<file path="config.mk">
export PLATFORM = sky130hd
export DESIGN_NAME = ifu_fetch
export DESIGN_NICKNAME = d
export VERILOG_FILES = /design/src/rtl/ifu_fetch.sv
export SDC_FILE = /design/constraint.sdc
export NUM_CORES = 1
export LEC_CHECK = 0
export CORE_UTILIZATION = 45
export DETAILED_ROUTE_END_ITERATION = 7
export PLACE_DENSITY = 0.9
export REMOVE_ABC_BUFFERS = 1
export SYNTH_ARGS = -nofsm -noshare
export SYNTH_HDL_FRONTEND = slang
export SYNTH_SLANG_ARGS = --single-unit
</file>
<file path="constraint.sdc">
create_clock -name clk -period 3.7 [get_ports clk]
set_input_delay 0.74 -clock clk [delete_from_list [all_inputs] [get_ports clk]]
set_output_delay 0.74 -clock clk [all_outputs]
set_load 0.01 [all_outputs]
</file>
<file path="src/rtl/ifu_fetch.sv">
`default_nettype none
// ============================================================================
// ifu_fetch : instruction-fetch initiator for a single-cycle ROM, with a
//             one-entry {pc, inst} buffer toward decode, redirect and ebreak halt.
//             Optional perf counters under IFU_PERF_CNT_EN.
// Rev 1.0
// ============================================================================
module ifu_fetch #(
  parameter logic [31:0] RESET_PC    = 32'h0000_0000,
  parameter logic [31:0] EBREAK_INST = 32'h0010_0073
) (
  input  logic        clk,
  input  logic        rst,
  output logic [31:0] imem_addr,
  input  logic [31:0] imem_data,
  output logic        out_valid,
  input  logic        out_ready,
  output logic [31:0] out_pc,
  output logic [31:0] out_inst,
  input  logic        redirect_valid,
  input  logic [31:0] redirect_pc,
  output logic        misalign,
  output logic        halted
`ifdef IFU_PERF_CNT_EN
  ,
  output logic [31:0] fetch_cnt,
  output logic [31:0] stall_cnt
`endif
);

  localparam logic [1:0]  ST_RUN    = 2'd0;
  localparam logic [1:0]  ST_DRAIN  = 2'd1;
  localparam logic [1:0]  ST_HALTED = 2'd2;
  localparam logic [31:0] NOP_INST  = 32'h0000_0013;

  logic [1:0]  state_q, state_d;
  logic [31:2] pc_q, pc_d;
  logic        out_valid_q, out_valid_d;
  logic [31:0] out_pc_q, out_pc_d;
  logic [31:0] out_inst_q, out_inst_d;
  logic        misalign_q, misalign_d;

  logic redirect_take;
  logic fetch_en;
  logic capture;
  logic accept;

  // Redirect outranks everything except a completed halt.
  assign redirect_take = redirect_valid && (state_q != ST_HALTED);
  assign fetch_en      = (state_q == ST_RUN) && (!out_valid_q || out_ready);
  assign capture       = fetch_en && !redirect_take;
  assign accept        = out_valid_q && out_ready;

  // FSM: state register
  always_ff @(posedge clk or posedge rst) begin
    if (rst) begin
      state_q <= ST_RUN;
    end else begin
      state_q <= state_d;
    end
  end

  // FSM: next state
  always_comb begin
    state_d = state_q;
    case (state_q)
      ST_RUN: begin
        if (capture && (imem_data == EBREAK_INST)) begin
          state_d = ST_DRAIN;
        end
      end
      ST_DRAIN: begin
        if (redirect_take) begin
          state_d = ST_RUN;
        end else if (accept) begin
          state_d = ST_HALTED;
        end
      end
      ST_HALTED: begin
        state_d = ST_HALTED;
      end
      default: begin
        state_d = ST_RUN;
      end
    endcase
  end

  // FSM: outputs
  always_comb begin
    halted = (state_q == ST_HALTED);
  end

  always_comb begin
    pc_d        = pc_q;
    out_valid_d = out_valid_q;
    out_pc_d    = out_pc_q;
    out_inst_d  = out_inst_q;
    misalign_d  = misalign_q;
    if (redirect_take) begin
      // Flush the buffer even when decode is accepting it this cycle.
      pc_d        = redirect_pc[31:2];
      out_valid_d = 1'b0;
      if (redirect_pc[1:0] != 2'b00) begin
        misalign_d = 1'b1;
      end
    end else if (capture) begin
      out_pc_d    = {pc_q, 2'b00};
      out_inst_d  = imem_data;
      out_valid_d = 1'b1;
      pc_d        = pc_q + 30'd1;
    end else if (accept) begin
      out_valid_d = 1'b0;
    end
  end

  always_ff @(posedge clk or posedge rst) begin
    if (rst) begin
      pc_q        <= RESET_PC[31:2];
      out_valid_q <= 1'b0;
      out_pc_q    <= 32'h0000_0000;
      out_inst_q  <= NOP_INST;
      misalign_q  <= 1'b0;
    end else begin
      pc_q        <= pc_d;
      out_valid_q <= out_valid_d;
      out_pc_q    <= out_pc_d;
      out_inst_q  <= out_inst_d;
      misalign_q  <= misalign_d;
    end
  end

  assign imem_addr = {pc_q, 2'b00};
  assign out_valid = out_valid_q;
  assign out_pc    = out_pc_q;
  assign out_inst  = out_inst_q;
  assign misalign  = misalign_q;

`ifdef IFU_PERF_CNT_EN
  logic [31:0] fetch_cnt_q, fetch_cnt_d;
  logic [31:0] stall_cnt_q, stall_cnt_d;

  always_comb begin
    fetch_cnt_d = fetch_cnt_q;
    stall_cnt_d = stall_cnt_q;
    if (state_q != ST_HALTED) begin
      if (capture) begin
        fetch_cnt_d = fetch_cnt_q + 32'd1;
      end
      if (out_valid_q && !out_ready) begin
        stall_cnt_d = stall_cnt_q + 32'd1;
      end
    end
  end

  always_ff @(posedge clk or posedge rst) begin
    if (rst) begin
      fetch_cnt_q <= 32'h0000_0000;
      stall_cnt_q <= 32'h0000_0000;
    end else begin
      fetch_cnt_q <= fetch_cnt_d;
      stall_cnt_q <= stall_cnt_d;
    end
  end

  assign fetch_cnt = fetch_cnt_q;
  assign stall_cnt = stall_cnt_q;
`endif

endmodule
`default_nettype wire

</file>
=== Word-level counts from Yosys, hierarchy flattened ===
Cells that the tools add are included.

* Flip-flop bits (word level): 96
* Bits of input ports: 68
* Output and inout port bits: 99

* Add/subtract/negate cells: 1
* Equal/unequal tests: 6
* Multiplexer cells: 9
* Bitwise operators: 1
* Reduce and logical (&&, ||, !) cells: 15

{| class="wikitable"
|+ Operators by type and width
! cell !! count
|-
| $mux 30 || 2
|-
| $eq 32x21->1 const B || 1
|-
| $add 30x1->30 const B || 1
|-
| $mux 2 || 3
|-
| $pmux 2 s3 || 1
|-
| $reduce_and 2->1 || 3
|-
| $logic_and 1x1->1 || 5
|-
| $reduce_bool 2->1 || 2
|-
| $mux 1 || 3
|-
| $ne 3x3->1 const B || 1
|-
| $reduce_bool 3->1 || 1
|-
| $eq 2x1->1 const B || 1
|-
| $eq 2x2->1 const B || 1
|-
| $logic_not 1->1 || 2
|-
| $logic_not 2->1 || 1
|-
| $ne 2x1->1 const B || 1
|-
| $ne 2x2->1 const B || 1
|-
| $logic_or 1x1->1 || 1
|-
| $not 1->1 || 1
|}

=== Logic depth before layout (Yosys ltp) ===
Gate-level depths: netlist of the first run.

* Word-level depth: 7
* Gate-level depth with buffers: 8

=== Worst setup path after synthesis of the first run ===
OpenSTA, ideal clock, no wires.

* Kind: input to register
* Start point: input out_ready
* End point: register pc_q[20] (netlist name)
* Setup time: 69 ps
* Arrival time: 1,958 ps
* Data required time: 3,631 ps
* Slack: 1,673 ps
* Stages: 6
* Buffers on the path: 1
* Cell sequence: nor2b_1 -> clkbuf_1 -> nor3_4 -> nand3_1 -> or4b_1 -> nand3_1

* Cells in the longest elaborated chain, start to end: 4

{| class="wikitable"
|+ RTL lines
! item !! RTL line !! text
|-
| start, declared || 17 || <nowiki>input logic out_ready,</nowiki>
|-
| $logic_or 1x1->1 || 50 || <nowiki>assign fetch_en = (state_q == ST_RUN) && (!out_valid_q || out_ready);</nowiki>
|-
| $logic_and 1x1->1 || 50 ||
|-
| $logic_and 1x1->1 || 51 || <nowiki>assign capture = fetch_en && !redirect_take;</nowiki>
|-
| $reduce_bool 2->1 (no line) || - ||
|-
| end signal, assigned || 118 || <nowiki>pc_q <= RESET_PC[31:2];</nowiki>
|-
| end signal, assigned || 124 || <nowiki>pc_q <= pc_d;</nowiki>
|-
| end, declared || 37 || <nowiki>logic [31:2] pc_q, pc_d;</nowiki>
|}

Every way passes these cells.
A chain may end at the register's enable or synchronous reset.

=== Worst setup path after layout of the first run ===
* Start point: register state_q[0]
* End point: output halted

* Cells in the longest elaborated chain, start to end: 1

{| class="wikitable"
|+ RTL lines
! item !! RTL line !! text
|-
| start, declared || 36 || <nowiki>logic [1:0] state_q, state_d;</nowiki>
|-
| start signal, assigned || 59 || <nowiki>state_q <= state_d;</nowiki>
|-
| $eq 2x2->1 || 90 || <nowiki>halted = (state_q == ST_HALTED);</nowiki>
|-
| end, declared || 23 || <nowiki>output logic halted</nowiki>
|}

Every way passes these cells.

==> results of run 1 <==
==> kinds of logic (layout without fill, tap and decap cells) <==
logic type / count (synthesis) / in the layout / share of synthesized area (%)
compound gates: 69 / 69 / 9.66
xor+xnor: 7 / 7 / 1.35
fa+ha+maj: 1 / 1 / 0.275
buf+inv: 41 / 195 / 4.02
flops: 96 / 96 / 52.9
other cells: 1 / 4 / 0.0825
simple gates: 318 / 318 / 31.7
==> synthesized netlist by cell type (3+ instances only) <==
cell type	n	area share, %
a21oi_1	7	0.77
a22oi_1	6	0.99
a31oi_1	4	0.55
a32oi_1	3	0.58
a41oi_1	7	1.3
and2_1	3	0.41
and3_1	5	0.69
buf_2	11	1.2
buf_4	4	0.66
clkbuf_1	19	1.6
dfrtp_1	93	51
dfstp_2	3	1.7
inv_1	6	0.50
nand2_1	216	18
nand3_1	25	2.8
nand4_1	12	1.7
nor2_1	18	1.5
nor2b_1	3	0.41
nor3_1	7	0.77
nor4_1	6	0.83
o211ai_1	3	0.50
o21ai_0	31	3.4
or4_1	4	0.66
or4b_1	5	1.1
xor2_1	5	0.96
==> worst max-delay path by stage <==
stage                                 to  slack [ps]                   start  cells past startpoint
finish                            halted         630  state_q[0]$_DFFE_PP0P_                      3
global route                      halted         570  state_q[0]$_DFFE_PP0P_                      3
CTS                               halted         680  state_q[0]$_DFFE_PP0P_                      3
detailed placement  pc_q[22]$_DFFE_PP0P_         750               out_ready                      6
global placement    pc_q[22]$_DFFE_PP0P_         800               out_ready                      6
floorplan            pc_q[6]$_DFFE_PP0P_         -90               out_ready                      4
==> power groups by stage <==
stage	combinational, uW	clock, uW	sequential, uW
6_report	207	723	1090
5_1_grt	224	775	1100
4_1_cts	210	734	1090
3_5_place_dp	209	0	1110
3_3_place_gp	204	0	1110
2_1_floorplan	44.7	0	1120
==> stage by stage <==
step | total power [uW] | hold slack, ps | util [%] | setup TNS [ps]
after detailed placement | 1320 | 461 | 64.5 | 0
after global routing | 2100 | 496 | 66.6 | 0
after CTS | 2040 | 474 | 66.6 | 0
final | 2020 | 472 | 66.6 | 0
after global placement | 1320 | 448 | 64.5 | 0
after floorplan | 1170 | 465 | - | -186
==> worst max-delay path, cell delays in order (launching register included) <==
cell and delay [ps]:
dfrtp_1 470, nand2b_1 300, clkinv_1 540, clkdlybuf4s50_1 650
==> routing by layer <==
metal	track usage, %	vias to the layer above	wire [microns]	share of wire, %
met5	0	-	0	0
met1	34.1	2156	5440	41
met3	4.20	28	902	6.8
met2	43.6	212	6720	50
met4	11.1	0	287	2.2
li1	-	2102	-	-
==> sequential cells by signal, summed over array words and instances, names as in the netlist <==
register	flops
out_inst	32
misalign	1
pc_q	30
out_pc	30
out_valid	1
state_q	2
==> area by class of cell <==
cell class / count / area [sq um] / share of cell area [%]
inverters: 7 / 28.8 / 0.442
repair buffers: 172 / 1720 / 26.4
flip-flops and latches: 96 / 2410 / 36.9
multi-input cells: 399 / 1980 / 30.4
clock inverters: 2 / 37.5 / 0.576
well taps: 133 / 166 / 2.55
clock buffers: 14 / 173 / 2.65
==> flow_summary.toml, run 1 <==
[status]
status = "finished, final reports clean"

[worst_setup_path]
crit_fanout = 18
endpoint_kind = "output port"
timing.rr.end = "pc_q[20]$_DFFE_PP0P_"
worstReg2RegStart = "pc_q[11]$_DFFE_PP0P_"
crit_arrival_ps = 2330
required_ps = 2960
cp-start-kind = "register"
path_class = "reg -> out"
reg2regPathDepth = 5
r2r_setup_slack_ps = 1280

[power_and_ir_drop]
clock_power_share_pct = 35.7
leakagePower_uw = 0.00295
p_int_uw = 1570
power_frac_comb_pct = 10.2
seq_power_share_pct = 54.1
p_sw_uw = 459
switching_share_pct = 22.7
ir_worst_vdd_v = 0.000162
powerDensity_mw_per_mm2 = 311

[synth]
synth-edff-count = 0
synthArstFlopShare_pct = 100
synthFlopType = "dfrtp_1"
synthDistinctLibCells = 47
yosysSeqAreaShare_pct = 52.9
ys_ff_latch = 96
synthesis.area_sq_mm = 0.00455
synth_area_per_cell_sq_um = 8.53
syn_inst = 533
yosys_warnings = 0

[min_path]
worstHoldEndpoint = "out_inst[4]$_DFFE_PP1P_"
hp-class = "reg -> reg"
hold_path_depth = 2
hold_start = "out_inst[4]$_DFFE_PP1P_"

[final_layout]
fin_cells = 823
layout_common_cells = "nand2_1, clkdlybuf4s50_1, dfrtp_1, o21ai_0, nand3_1"
layout.nets = 754
post-route-cell-area_sq_mm = 0.00651
area_delta_synth_final_pct = 43.2
layout_commonest_cell = "nand2_1"
drive_gt1_share_pct = 5.07
fillers = 777
n_antenna_cell = 0

[grt]
antenna_found_initial = 0
grt.overflow.total = 0
grt_first_pass_wirelength_microns = 21000
grt_max_degree = 53
track_usage_pct = 26.2
grt_pass1_vias = 4347

[place]
pre_cts_slack_ps = 747
port_buffers = 162
dp_hpwl_microns = 9590
place.gp.congestion = 0.890
place_inst = 807
place_area_sq_mm = 0.00630

[cts]
postCtsHoldBufs = 0
post_cts_buffers = 0
post_cts_resize_count = 0
path_clk_slew_ps = 90
clockBufferDepth = 2
clock-sinks = 96
numCtsBuffers = 9
cts.htree.levels = 3
worstSkewPairLatency_ps = 360
tritoncts = "built"
cts_root_buffer = "clkbuf_8"

[floorplanning]
die_y_microns = 103
io_pins = 167
die_w_microns = 103
start_util_pct = 46.5
rows = 36
die_area_sq_mm = 0.0105
coreArea_sq_mm = 0.00977

[sta]
worst_slew_pin_slew_ps = 813
setup_ws_ps = 631
max_clock_freq_ghz = 0.326
setup_violations = 0
finalHoldViolCount = 0
period_share_pct = 82.9
fin_crit_ps = 3070
slew_headroom_pct = 45.6
slew_viol_final = 0
fin_worst_skew_ps = 10.3
rsz0062_at_grt = "no"

[routing]
vias = 4498
drt_iter0_markers = 198
drc = 0
drt_wl_total_microns = 13300
drtPass1Iterations = 5
ant_nets = 0
via_per_inst = 5.47
wl_per_cell_microns = 16.2

[job]
maxCapViolCount = 0
Note: power is estimated with default switching activity, not from simulation.
==> run 2, diff against run 1 <==
==> constraint.sdc (replaced) <==
create_clock -name clk -period 3.1 [get_ports clk]
set_input_delay 0.62 -clock clk [delete_from_list [all_inputs] [get_ports clk]]
set_output_delay 0.62 -clock clk [all_outputs]
set_load 0.01 [all_outputs]
==> run 2 against run 1 <==
Sequential power is 20% higher. First-iteration DRC count is 77% higher. Via count is 1.5% higher. Clock power is 14% higher. Hold slack worse by 6.7 ps. Final cell count is 0.73% higher. Non-clock buffer count is 6 higher. Critical path depth stayed put. Combinational power is 19% higher. Global-route usage is 0.39 points higher. Critical endpoint unchanged. Highest routed layer unchanged.
==> flow_summary.toml, run 2 (same netlist as run 1, synthesis figures left out) <==
[routing]
via_per_inst = 5.51
vias = 4566
met1_length_microns = 5400
drt_wl_total_microns = 13600
top_layer_used = "met4"
drc = 0
wl_met3_microns = 973
ant_nets = 0
met2WireLength_microns = 6690
drt_iter0_markers = 350
drtPass1Iterations = 6
wl_per_cell_microns = 16.3

[place]
dp_hpwl_microns = 9820
port_buffers = 162
place.gp.congestion = 0.876
pre_cts_slack_ps = 384
place_area_sq_mm = 0.00636
place_inst = 813

[power_and_ir_drop]
seq_power_share_pct = 55.0
powerDensity_mw_per_mm2 = 363
ir_worst_vdd_v = 0.000251
p_sw_uw = 554
clock_power_share_pct = 34.6
p_int_uw = 1820
switching_share_pct = 23.3
power_frac_comb_pct = 10.4
leakagePower_uw = 0.00298

[final_layout]
largest_reg_flops = 32
area_delta_synth_final_pct = 44.0
post-route-cell-area_sq_mm = 0.00655
post-route-util_pct = 67.0
layout.nets = 760
fillers = 768
layout_common_cells = "nand2_1, clkdlybuf4s50_1, dfrtp_1, o21ai_0, nand3_1"
n_antenna_cell = 0
drive_gt1_share_pct = 5.89
layout_commonest_cell = "nand2_1"
fin_cells = 829

[cts]
numCtsBuffers = 9
clockBufferDepth = 2
worstSkewPairLatency_ps = 360
path_clk_slew_ps = 90
cts.htree.levels = 3
clock-sinks = 96
cts_root_buffer = "clkbuf_8"
post_cts_buffers = 0
post_cts_resize_count = 0
postCtsHoldBufs = 0
tritoncts = "built"

[sta]
setup_violations = 0
worst_slew_pin_slew_ps = 704
max_clock_freq_ghz = 0.418
setup_ws_ps = 710
rsz0062_at_grt = "no"
slew_viol_final = 0
fin_crit_ps = 2390
fin_worst_skew_ps = 15.9
slew_headroom_pct = 53.0
finalHoldViolCount = 0
period_share_pct = 77.1
timing.hold.ws_ps = 465

[floorplanning]
coreArea_sq_mm = 0.00977
start_util_pct = 46.5
die_w_microns = 103
die_area_sq_mm = 0.0105
die_y_microns = 103
io_pins = 167
rows = 36

[worst_setup_path]
path_class = "reg -> out"
endpoint_kind = "output port"
cp-start-kind = "register"
crit_arrival_ps = 1770
required_ps = 2480
crit_fanout = 7

[grt]
grt_pass1_vias = 4519
track_usage_pct = 26.6
antenna_found_initial = 0
grt.overflow.total = 0
grt_max_degree = 59
grt_first_pass_wirelength_microns = 21500

[job]
maxCapViolCount = 0

[min_path]
hp-class = "reg -> reg"

[status]
status = "finished, final reports clean"
[run 2: cell types whose count changed in the layout (fill, tap and decap cells not counted), sizes merged]
cell and delta:
buf +6, clkinv +3, clkbuf -2, clkinvlp -1
[run 2: power by group through the flow]
stage          combinational, uW  sequential [uW]  clock (uW)
2_1_floorplan               53.3             1340           0
3_3_place_gp                 243             1330           0
3_5_place_dp                 248             1330           0
4_1_cts                      250             1310         828
5_1_grt                      269             1310         873
6_report                     247             1310         822
[run 2: final timing paths]
| kind | from | endpoint | slack, ps | cells after the start |
|---|---|---|---|---|
| min in group asynchronous | rst | out_pc[24]$_DFFE_PP0P_ | 740 | 2 |
| hold / removal | out_inst[1]$_DFFE_PP1P_ | out_inst[1]$_DFFE_PP1P_ | 470 | 2 |
| setup reg to reg | pc_q[2]$_DFFE_PP0P_ | pc_q[31]$_DFFE_PP0P_ | 840 | 5 |
| setup / recovery | state_q[0]$_DFFE_PP0P_ | halted | 710 | 3 |
| hold reg to reg | out_inst[1]$_DFFE_PP1P_ | out_inst[1]$_DFFE_PP1P_ | 470 | 2 |
| max in group asynchronous | rst | pc_q[16]$_DFFE_PP0P_ | 1690 | 3 |
[run 2: worst max-delay path, stage by stage (launching register included)]
cell and delay, ps:
dfrtp_1 470, nand2b_1 290, clkinv_1 140, clkdlybuf4s50_1 510
[run 2: final cells by class]
cell class                      instances  area (sq um)  share of cell area (%)
Tap cell                              133           166                    2.54
Timing Repair Buffer                  178          1780                    27.2
Clock buffer                           12           145                    2.22
Sequential cell                        96          2410                    36.7
Inverter                                7          28.8                   0.439
Clock inverter                          4          45.0                   0.688
Multi-Input combinational cell        399          1980                    30.2
[run 2: layer usage]
metal | global-route usage, % | vias to the layer above
met2 | 44.5 | 254
met1 | 33.9 | 2143
met3 | 3.59 | 47
met5 | 0 | -
li1 | - | 2122
met4 | 13.7 | 0
[run 2: stage by stage]
step | total power (uW) | setup TNS [ps]
after floorplan | 1390 | -24860
after global placement | 1570 | 0
after detailed placement | 1580 | 0
after CTS | 2380 | 0
after global routing | 2450 | 0
final | 2370 | 0
